### src/rtl/spi_slave_rx.sv
// SPI slave receiver (CPOL 0, CPHA 1, MSB first). The SPI lines are
// oversampled with clk, and each received word is offered on a valid/ready
// holding register. The block also keeps sticky framing and overrun flags.
module spi_slave_rx #(
  parameter int unsigned SYNC_STAGES = 2,
  parameter int unsigned DATA_W      = 8
) (
  input  logic              clk,
  input  logic              rst,
  input  logic              spi_scl,
  input  logic              spi_ss,
  input  logic              spi_mosi,
  output logic [DATA_W-1:0] rx_data,
  output logic              rx_valid,
  input  logic              rx_ready,
  output logic              frame_active,
  output logic [7:0]        bytes_in_frame,
  output logic              frame_err,
  output logic              overrun,
  input  logic              err_clr
);

  localparam int unsigned CNT_W   = (DATA_W > 1) ? $clog2(DATA_W) : 1;
  localparam int unsigned FLUSH_W = $clog2(SYNC_STAGES + 2);

  localparam logic [CNT_W-1:0]   LAST_BIT   = CNT_W'(DATA_W - 1);
  localparam logic [FLUSH_W-1:0] FLUSH_DONE = FLUSH_W'(SYNC_STAGES + 1);

  localparam logic [1:0] WAIT_IDLE = 2'd0;
  localparam logic [1:0] IDLE      = 2'd1;
  localparam logic [1:0] ACTIVE    = 2'd2;

  logic [SYNC_STAGES-1:0] scl_sync, ss_sync, mosi_sync;
  logic                   scl_d, ss_d;
  logic                   scl_s, ss_s, mosi_s;
  logic                   scl_fall, ss_fall, ss_rise;

  logic [1:0]        state_q, state_n;
  logic [DATA_W-1:0] shift_q, shift_n;
  logic [CNT_W-1:0]  cnt_q, cnt_n;
  logic [7:0]        bytes_q, bytes_n;
  logic              word_done_q, word_done_n;
  logic [FLUSH_W-1:0] flush_q, flush_n;
  logic [DATA_W-1:0] rx_data_q, rx_data_n;
  logic              rx_valid_q, rx_valid_n;
  logic              frame_err_q, frame_err_n;
  logic              overrun_q, overrun_n;
  logic              frame_active_q;

  // Input synchronizers plus one delayed copy for edge detection.
  // The SS chain resets to 1 (deselected) so reset produces no edge on it.
  always_ff @(posedge clk or negedge rst) begin
    if (!rst) begin
      scl_sync  <= '0;
      ss_sync   <= '1;
      mosi_sync <= '0;
      scl_d     <= 1'b0;
      ss_d      <= 1'b1;
    end else begin
      scl_sync  <= {scl_sync[SYNC_STAGES-2:0], spi_scl};
      ss_sync   <= {ss_sync[SYNC_STAGES-2:0], spi_ss};
      mosi_sync <= {mosi_sync[SYNC_STAGES-2:0], spi_mosi};
      scl_d     <= scl_s;
      ss_d      <= ss_s;
    end
  end

  assign scl_s    = scl_sync[SYNC_STAGES-1];
  assign ss_s     = ss_sync[SYNC_STAGES-1];
  assign mosi_s   = mosi_sync[SYNC_STAGES-1];
  assign scl_fall = scl_d & ~scl_s;
  assign ss_fall  = ss_d & ~ss_s;
  assign ss_rise  = ~ss_d & ss_s;

  // Next-state logic for the frame FSM, the shifter, the holding register
  // and the error flags.
  always_comb begin
    state_n     = state_q;
    shift_n     = shift_q;
    cnt_n       = cnt_q;
    bytes_n     = bytes_q;
    word_done_n = 1'b0;
    flush_n     = flush_q;
    rx_data_n   = rx_data_q;
    rx_valid_n  = rx_valid_q;
    frame_err_n = frame_err_q & ~err_clr;
    overrun_n   = overrun_q & ~err_clr;

    case (state_q)
      // The reset values in the SS chain are not real samples. Wait until the
      // chain has refilled from the pin before trusting ss_s=1, so that a
      // frame already in progress at reset release is never joined.
      WAIT_IDLE: begin
        if (flush_q != FLUSH_DONE) begin
          flush_n = flush_q + FLUSH_W'(1);
        end else if (ss_s) begin
          state_n = IDLE;
        end
      end
      IDLE: begin
        if (ss_fall) begin
          cnt_n   = '0;
          shift_n = '0;
          bytes_n = 8'd0;
          state_n = ACTIVE;
        end
      end
      ACTIVE: begin
        // ss_rise has priority over a falling SCL edge in the same cycle.
        if (ss_rise) begin
          state_n = IDLE;
          if (cnt_q != '0) frame_err_n = 1'b1;
          cnt_n = '0;
        end else if (scl_fall) begin
          shift_n = {shift_q[DATA_W-2:0], mosi_s};
          if (cnt_q == LAST_BIT) begin
            cnt_n       = '0;
            word_done_n = 1'b1;
            if (bytes_q != 8'hFF) bytes_n = bytes_q + 8'd1;
          end else begin
            cnt_n = cnt_q + CNT_W'(1);
          end
        end
      end
      default: state_n = WAIT_IDLE;
    endcase

    // A completed word sits in shift_q for one cycle, then moves to the holding register.
    if (word_done_q) begin
      if (!rx_valid_q || rx_ready) begin
        rx_data_n  = shift_q;
        rx_valid_n = 1'b1;
      end else begin
        overrun_n = 1'b1;
      end
    end else if (rx_valid_q && rx_ready) begin
      rx_valid_n = 1'b0;
    end
  end

  // State and datapath registers.
  always_ff @(posedge clk or negedge rst) begin
    if (!rst) begin
      state_q        <= WAIT_IDLE;
      shift_q        <= '0;
      cnt_q          <= '0;
      bytes_q        <= 8'd0;
      word_done_q    <= 1'b0;
      flush_q        <= '0;
      rx_data_q      <= '0;
      rx_valid_q     <= 1'b0;
      frame_err_q    <= 1'b0;
      overrun_q      <= 1'b0;
      frame_active_q <= 1'b0;
    end else begin
      state_q        <= state_n;
      shift_q        <= shift_n;
      cnt_q          <= cnt_n;
      bytes_q        <= bytes_n;
      word_done_q    <= word_done_n;
      flush_q        <= flush_n;
      rx_data_q      <= rx_data_n;
      rx_valid_q     <= rx_valid_n;
      frame_err_q    <= frame_err_n;
      overrun_q      <= overrun_n;
      frame_active_q <= (state_n == ACTIVE);
    end
  end

  assign rx_data        = rx_data_q;
  assign rx_valid       = rx_valid_q;
  assign frame_active   = frame_active_q;
  assign bytes_in_frame = bytes_q;
  assign frame_err      = frame_err_q;
  assign overrun        = overrun_q;

endmodule

### config.mk
export PLATFORM = sky130hd
export DESIGN_NAME = spi_slave_rx
export DESIGN_NICKNAME = d
export VERILOG_FILES = /design/src/rtl/spi_slave_rx.sv
export SDC_FILE = /design/constraint.sdc
export NUM_CORES = 1
export LEC_CHECK = 0
export CAP_MARGIN = 20
export CORE_UTILIZATION = 30
export DETAILED_ROUTE_END_ITERATION = 8
export PLACE_DENSITY_LB_ADDON = 0.12
export SLEW_MARGIN = 20
export SYNTH_ARGS = -nofsm -noshare
export SYNTH_HDL_FRONTEND = slang
export SYNTH_SLANG_ARGS = --single-unit
### constraint.sdc
create_clock -name clk -period 1.68 [get_ports clk]
set_input_delay 0.168 -clock clk [delete_from_list [all_inputs] [get_ports clk]]
set_output_delay 0.168 -clock clk [all_outputs]
set_load 0.05 [all_outputs]
# ---- Word-level counts from Yosys, hierarchy flattened
# Cells that the tools add are included.
# Widths: inputs -> output; s select.
dict set report classes {
  muxes 31
  eq_ne 13
  bitwise_logic 9
  add_sub_neg 3
  div 0
  reduce_logical 13
  multipliers 0
  n_lt_le_gt_ge 0
  n_shift 0
}
# op count
set ops {}
lappend ops {{$mux 8} 7}
lappend ops {{$pmux 8 s2} 2}
lappend ops {{$mux 1} 12}
lappend ops {{$mux 3} 4}
lappend ops {{$ne 2x2->1 const B} 6}
lappend ops {{$add 8x1->8 const B} 1}
lappend ops {{$mux 2} 4}
lappend ops {{$ne 8x8->1 const B} 1}
lappend ops {{$pmux 2 s3} 1}
lappend ops {{$pmux 3 s2} 1}
lappend ops {{$reduce_and 2->1} 3}
lappend ops {{$reduce_and 6->1} 1}
lappend ops {{$and 1x1->1} 5}
lappend ops {{$eq 2x2->1 const B} 2}
lappend ops {{$not 1->1} 4}
lappend ops {{$reduce_and 4->1} 1}
lappend ops {{$reduce_bool 2->1} 2}
lappend ops {{$add 3x1->3 const B} 1}
lappend ops {{$eq 3x3->1 const B} 1}
lappend ops {{$ne 3x3->1 const B} 1}
lappend ops {{$reduce_and 3->1} 1}
lappend ops {{$reduce_bool 3->1} 1}
lappend ops {{$add 2x1->2 const B} 1}
lappend ops {{$eq 2x1->1 const B} 1}
lappend ops {{other kinds (5)} 5}
dict set report totals {
  rom_bits 0
  ramBits 0
  n_memories 0
  inputBits 7
  latch_bits 0
  out_inout_bits 20
  wordCells 85
  reg_bits 44
}

# ---- Depth between registers and ports, before layout
# Gate-level depths: netlist of run 1.
dict set report depth {
  ltp_word 6
  mapped_depth 7
  mapped_depth_nobuf 6
}

# ---- Worst setup path after synthesis of run 1
# OpenSTA, ideal clock, no wires.
dict set report synth_timing {
  path_kind {register -> register}
  start {reg bytes_q[1], in the netlist bytes_in_frame[1]}
  end {reg bytes_q[2], in the netlist bytes_in_frame[2]}
  path_stages_with_launch 6
  setup_time_ns 0.124
  required_ns 1.556
  path_buffers 0
  slack_ns -0.079
  period_less_slack_ns 1.759
  arrival_ns 1.635
  cell_sequence {dfrtp_1 ha_1 nand3_1 o21ai_1 nor4_1 a211o_1}
}
dict set report synth_via {
  elab_chain_cells 6
  elab_cells_between_ends 9
  cone_classes {1 x add/sub; 2 x eq/ne; 5 x mux; 1 x reduce/logical}
}
# element line
set synth_rtl {}
lappend synth_rtl {{start: declaration} 41} ;# logic [7:0] bytes_q, bytes_n;
lappend synth_rtl {{start signal: assignment} 159} ;# bytes_q <= bytes_n;
lappend synth_rtl {{$add 8x1->8} 119} ;# if (bytes_q != 8'hFF) bytes_n = bytes_q + 8'd1;
lappend synth_rtl {{$mux 8} 119}
lappend synth_rtl {{$mux 8} 116} ;# if (cnt_q == LAST_BIT) begin
lappend synth_rtl {{$mux 8} 114} ;# end else if (scl_fall) begin
lappend synth_rtl {{$mux 8} 110} ;# if (ss_rise) begin
lappend synth_rtl {{$pmux 8 s2} 89} ;# case (state_q)
# Several ways; a longest one is shown, not always the timed one. The select of a mux whose other input is x is not followed.
# A chain may end at the register's enable or synchronous reset.

# ---- Worst setup path in the final report of run 1
dict set report layout_timing {
  start {reg rx_data_q[7], in the netlist rx_data[7]}
  end {out rx_data[7]}
}
# element line
set layout_lines {}
lappend layout_lines {{start: declaration} 44} ;# logic [DATA_W-1:0] rx_data_q, rx_data_n;
lappend layout_lines {{start signal: assignment} 162} ;# rx_data_q <= rx_data_n;
lappend layout_lines {{end: declaration} 13} ;# output logic [DATA_W-1:0] rx_data,
# No word-level cell between the ends.

==> reports/metrics.csv, run 1 <==
metric,value,unit
worst skew pair latency,0.29,ns
Bufs and invs on worst path,1,
total power,2120,uW
worst r2r dst,cnt_q[0],
DR DRC count,0,
sequential area share after synthesis,0.5813,
setup TNS,0,ns
Post-Route WL,3.821,mm
CTS sink cnt,44,
setup bufs post-CTS,0,
critical path launch point,rx_data[7],
"EDFF count, synth",0,
number of global-route vias before repair,1352,
post-route ant nets,0,
Top Usage Layer GRT,met2,
ANT cells,0,
R2R Setup Slk,0.11,ns
post-synthesis cell area,0.001901,sq mm
critical path endpoint category,output pin,
die height,81.60,um
met2 usage,0.2225,
row count,28,
width of the die,81.60,um
core box area,0.006026,sq mm
multi-input gate area in the final layout,745.7,sq um
detailed placement HPWL,2.683,mm
Synth Register Bits,44,
post-route cell area,0.002400,sq mm
M3 GR Usage,0.03222,
IO Pins,27,
status,completed,
register area,0.001107,sq mm
final worst path period need,1.604,ns
Power Density,883.4,mW/mm^2
setup violators final,0,
slew margin rel.,0.6750,
nets,218,
largest net degree at the start of global routing,45,
CP Launch Type,flop,
CTS tree,yes,
Finished Layout Cells,282,
Final Max Slew Viols,0,
critical path depth,1,
H-tree Lvls,2,
global-route usage over all layers,0.1286,
Post-Place Cells,273,
clock root buffer,clkbuf_8,
worst reg2reg path depth,3,
detail-routed via count per cell,4.965,
Tightest Hold Check Type,input port to flop,
count of different cell masters after synthesis,41,
IO Port Bufs,26,
synthesized instance count,166,
WP data required,1.51,ns
average wire per standard cell,13.55,um
CP max stage delay,0.79,ns
CP Data Arrival Time,1.44,ns
syn avg cell area,11.45,sq um
Worst Setup Path Type,flop to output pin,
critical path endpoint,rx_data[7],
Final GP Congestion,0.8537,
Tightest Pin Transition,0.4860,ns
Layout Skew,0.006996,ns
initial antenna violation count,0,
CP cell instances,clkdlybuf4s50_1,
GR Layer Usage met1,0.1556,
total number of vias,1400,
RSZ-0062 raised after global routing,false,
syn nets,178,
Ys Warns,0,
cell family with most CP delay,buffers and inverters,
GR Overflow Total,0,
peak supply drop,0.4322,mV
fin crit share,0.9547,
first-pass GRT wire length,6.458,mm
Reg2Reg Launch Point,ss_sync[1],
Max Freq,0.6235,GHz
layout cells sized above 1,0.2464,
max-cap viol count,0,
CTS Buf Count,5,
Fin. Hold Viols,0,
fillers,597,
critical path peak fanout,2,
Post-synth ARST share,1.000,
Most used DFF post-synth,dfrtp_1,
CTS max path bufs,2,
placed cell areas,0.002273,sq mm
"Reg clk slew, reported paths",0.09,ns
Static Leak,0.001088,uW
drt pass-1 iters,4,
Area growth syn-to-layout,26.27,%
DR iter-0 viols,55,
die area,0.006658,sq mm
starting density of the core,0.3154,
slowest CP cell,clkdlybuf4s50_1,
worst min-delay path by stage:
stage	end	start	cells after the start	slack, ns
2_1_floorplan	bytes_in_frame[0]	rst	0	-0.13
3_5_place_dp	rx_data[6]	rst	2	0.17
6_report	ss_sync[0]	spi_ss	1	0.27
4_1_cts	ss_sync[0]	spi_ss	1	0.26
3_3_place_gp	rx_valid	rst	2	0.16
5_1_grt	ss_sync[0]	spi_ss	1	0.28
through the flow:
step                      utilization  setup slack [ns]  hold slack (ns)
after floorplan                     -           0.01601          -0.1276
after global placement         0.3773            0.1253           0.1650
after detailed placement       0.3773           0.05746           0.1653
after CTS                      0.3968           0.03328           0.2635
after global routing           0.3983          0.008506           0.2804
final                          0.3983           0.07614           0.2696
placed cells by master (no fill, tap or decap), types with 2 or more instances in the layout:
cell | synthesis | routed
dfstp_2 | 3 | 3
o21ai_1 | 9 | 8
nand2_1 | 27 | 27
mux2_1 | 5 | 5
ha_2 | 0 | 2
dfrtp_2 | 0 | 2
a21oi_1 | 4 | 4
clkbuf_8 | 0 | 5
nand3_1 | 2 | 2
inv_1 | 6 | 6
mux2_2 | 7 | 7
and3_1 | 3 | 3
dfrtp_1 | 41 | 39
o22ai_1 | 2 | 2
nor3_1 | 3 | 3
nor2_1 | 4 | 4
buf_4 | 2 | 25
o21ai_0 | 3 | 3
a31oi_1 | 6 | 6
nand4_1 | 2 | 2
a21o_1 | 2 | 2
nand2b_1 | 6 | 6
clkdlybuf4s50_1 | 0 | 10
ha_1 | 5 | 3
nor2b_1 | 3 | 3
timing repair:
action / 4_1_cts / 5_1_grt
endpoints found under the hold margin: 41 / 0
endpoints found under the setup margin: 0 / 4
hold buffers: 1 / 0
gates resized for setup: 0 / 3
kinds of logic (layout without fill, tap and decap cells):
family	Yosys count	count (layout)	share of synthesized area
AOI/OAI and AO/OA	34	34	0.1139
xor gates and xnor gates	1	1	0.004609
adders and majority gates	5	5	0.03292
buffers and inverters	11	52	0.03094
DFF	44	44	0.5813
muxes	13	13	0.07637
and+or+nand+nor	58	58	0.1600
area by class of cell:
cell class	instances	share of cell area
clock inverters	2	0.01460
flip-flops and latches	44	0.4614
multi-input cells	111	0.3107
repair buffers	38	0.1345
inverters	6	0.009385
well taps	75	0.03910
clock buffers	6	0.03024
flip-flops by register name, indices dropped and copies added (netlist names), 2 cells and up:
register,flops
rx_data,8
state_q,2
bytes_in_frame,8
mosi_sync,2
ss_sync,2
scl_sync,2
shift_q,8
flush_q,2
cnt_q,3
power breakdown:
group / switching, uW / internal, uW / total, uW
Combinational: 117 / 81.7 / 198
Clock: 363 / 442 / 805
Sequential: 26.1 / 1090 / 1120
cell usage after synthesis (2+ instances only):
cell	instances	area [sq um]
ha_1	5	62.56
a21o_1	2	15.01
buf_2	2	10.01
and3_1	3	18.77
nand3_1	2	10.01
nand2_1	27	101.4
mux2_2	7	78.83
mux2_1	5	56.30
o22ai_1	2	12.51
o21ai_1	9	45.04
dfstp_2	3	78.83
nand4_1	2	12.51
o21ai_0	3	15.01
nor2b_1	3	18.77
nor2_1	4	15.01
nor3_1	3	15.01
nand2b_1	6	37.54
a21oi_1	4	20.02
dfrtp_1	41	1026
a31oi_1	6	37.54
inv_1	6	22.52
buf_4	2	15.01
worst register-to-register path: cells and delay by family (launching register included):
family        cells  cell delay [ns]
mux               1             0.36
flops             1             0.58
simple gates      2             0.52
metal layers:
layer  routed length, um  vias up
met4                  46        0
met5                   0        -
met1                1698      698
li1                    -      668
met3                 146        6
met2                1929       28
(Power assumes the default switching activity.)
==> run 2: changes to the inputs <==
Settings changed: CAP_MARGIN 20 to default.
==> results of run 2 <==
Same layout as run 1: the final DEF is identical, and so are final timing and power.
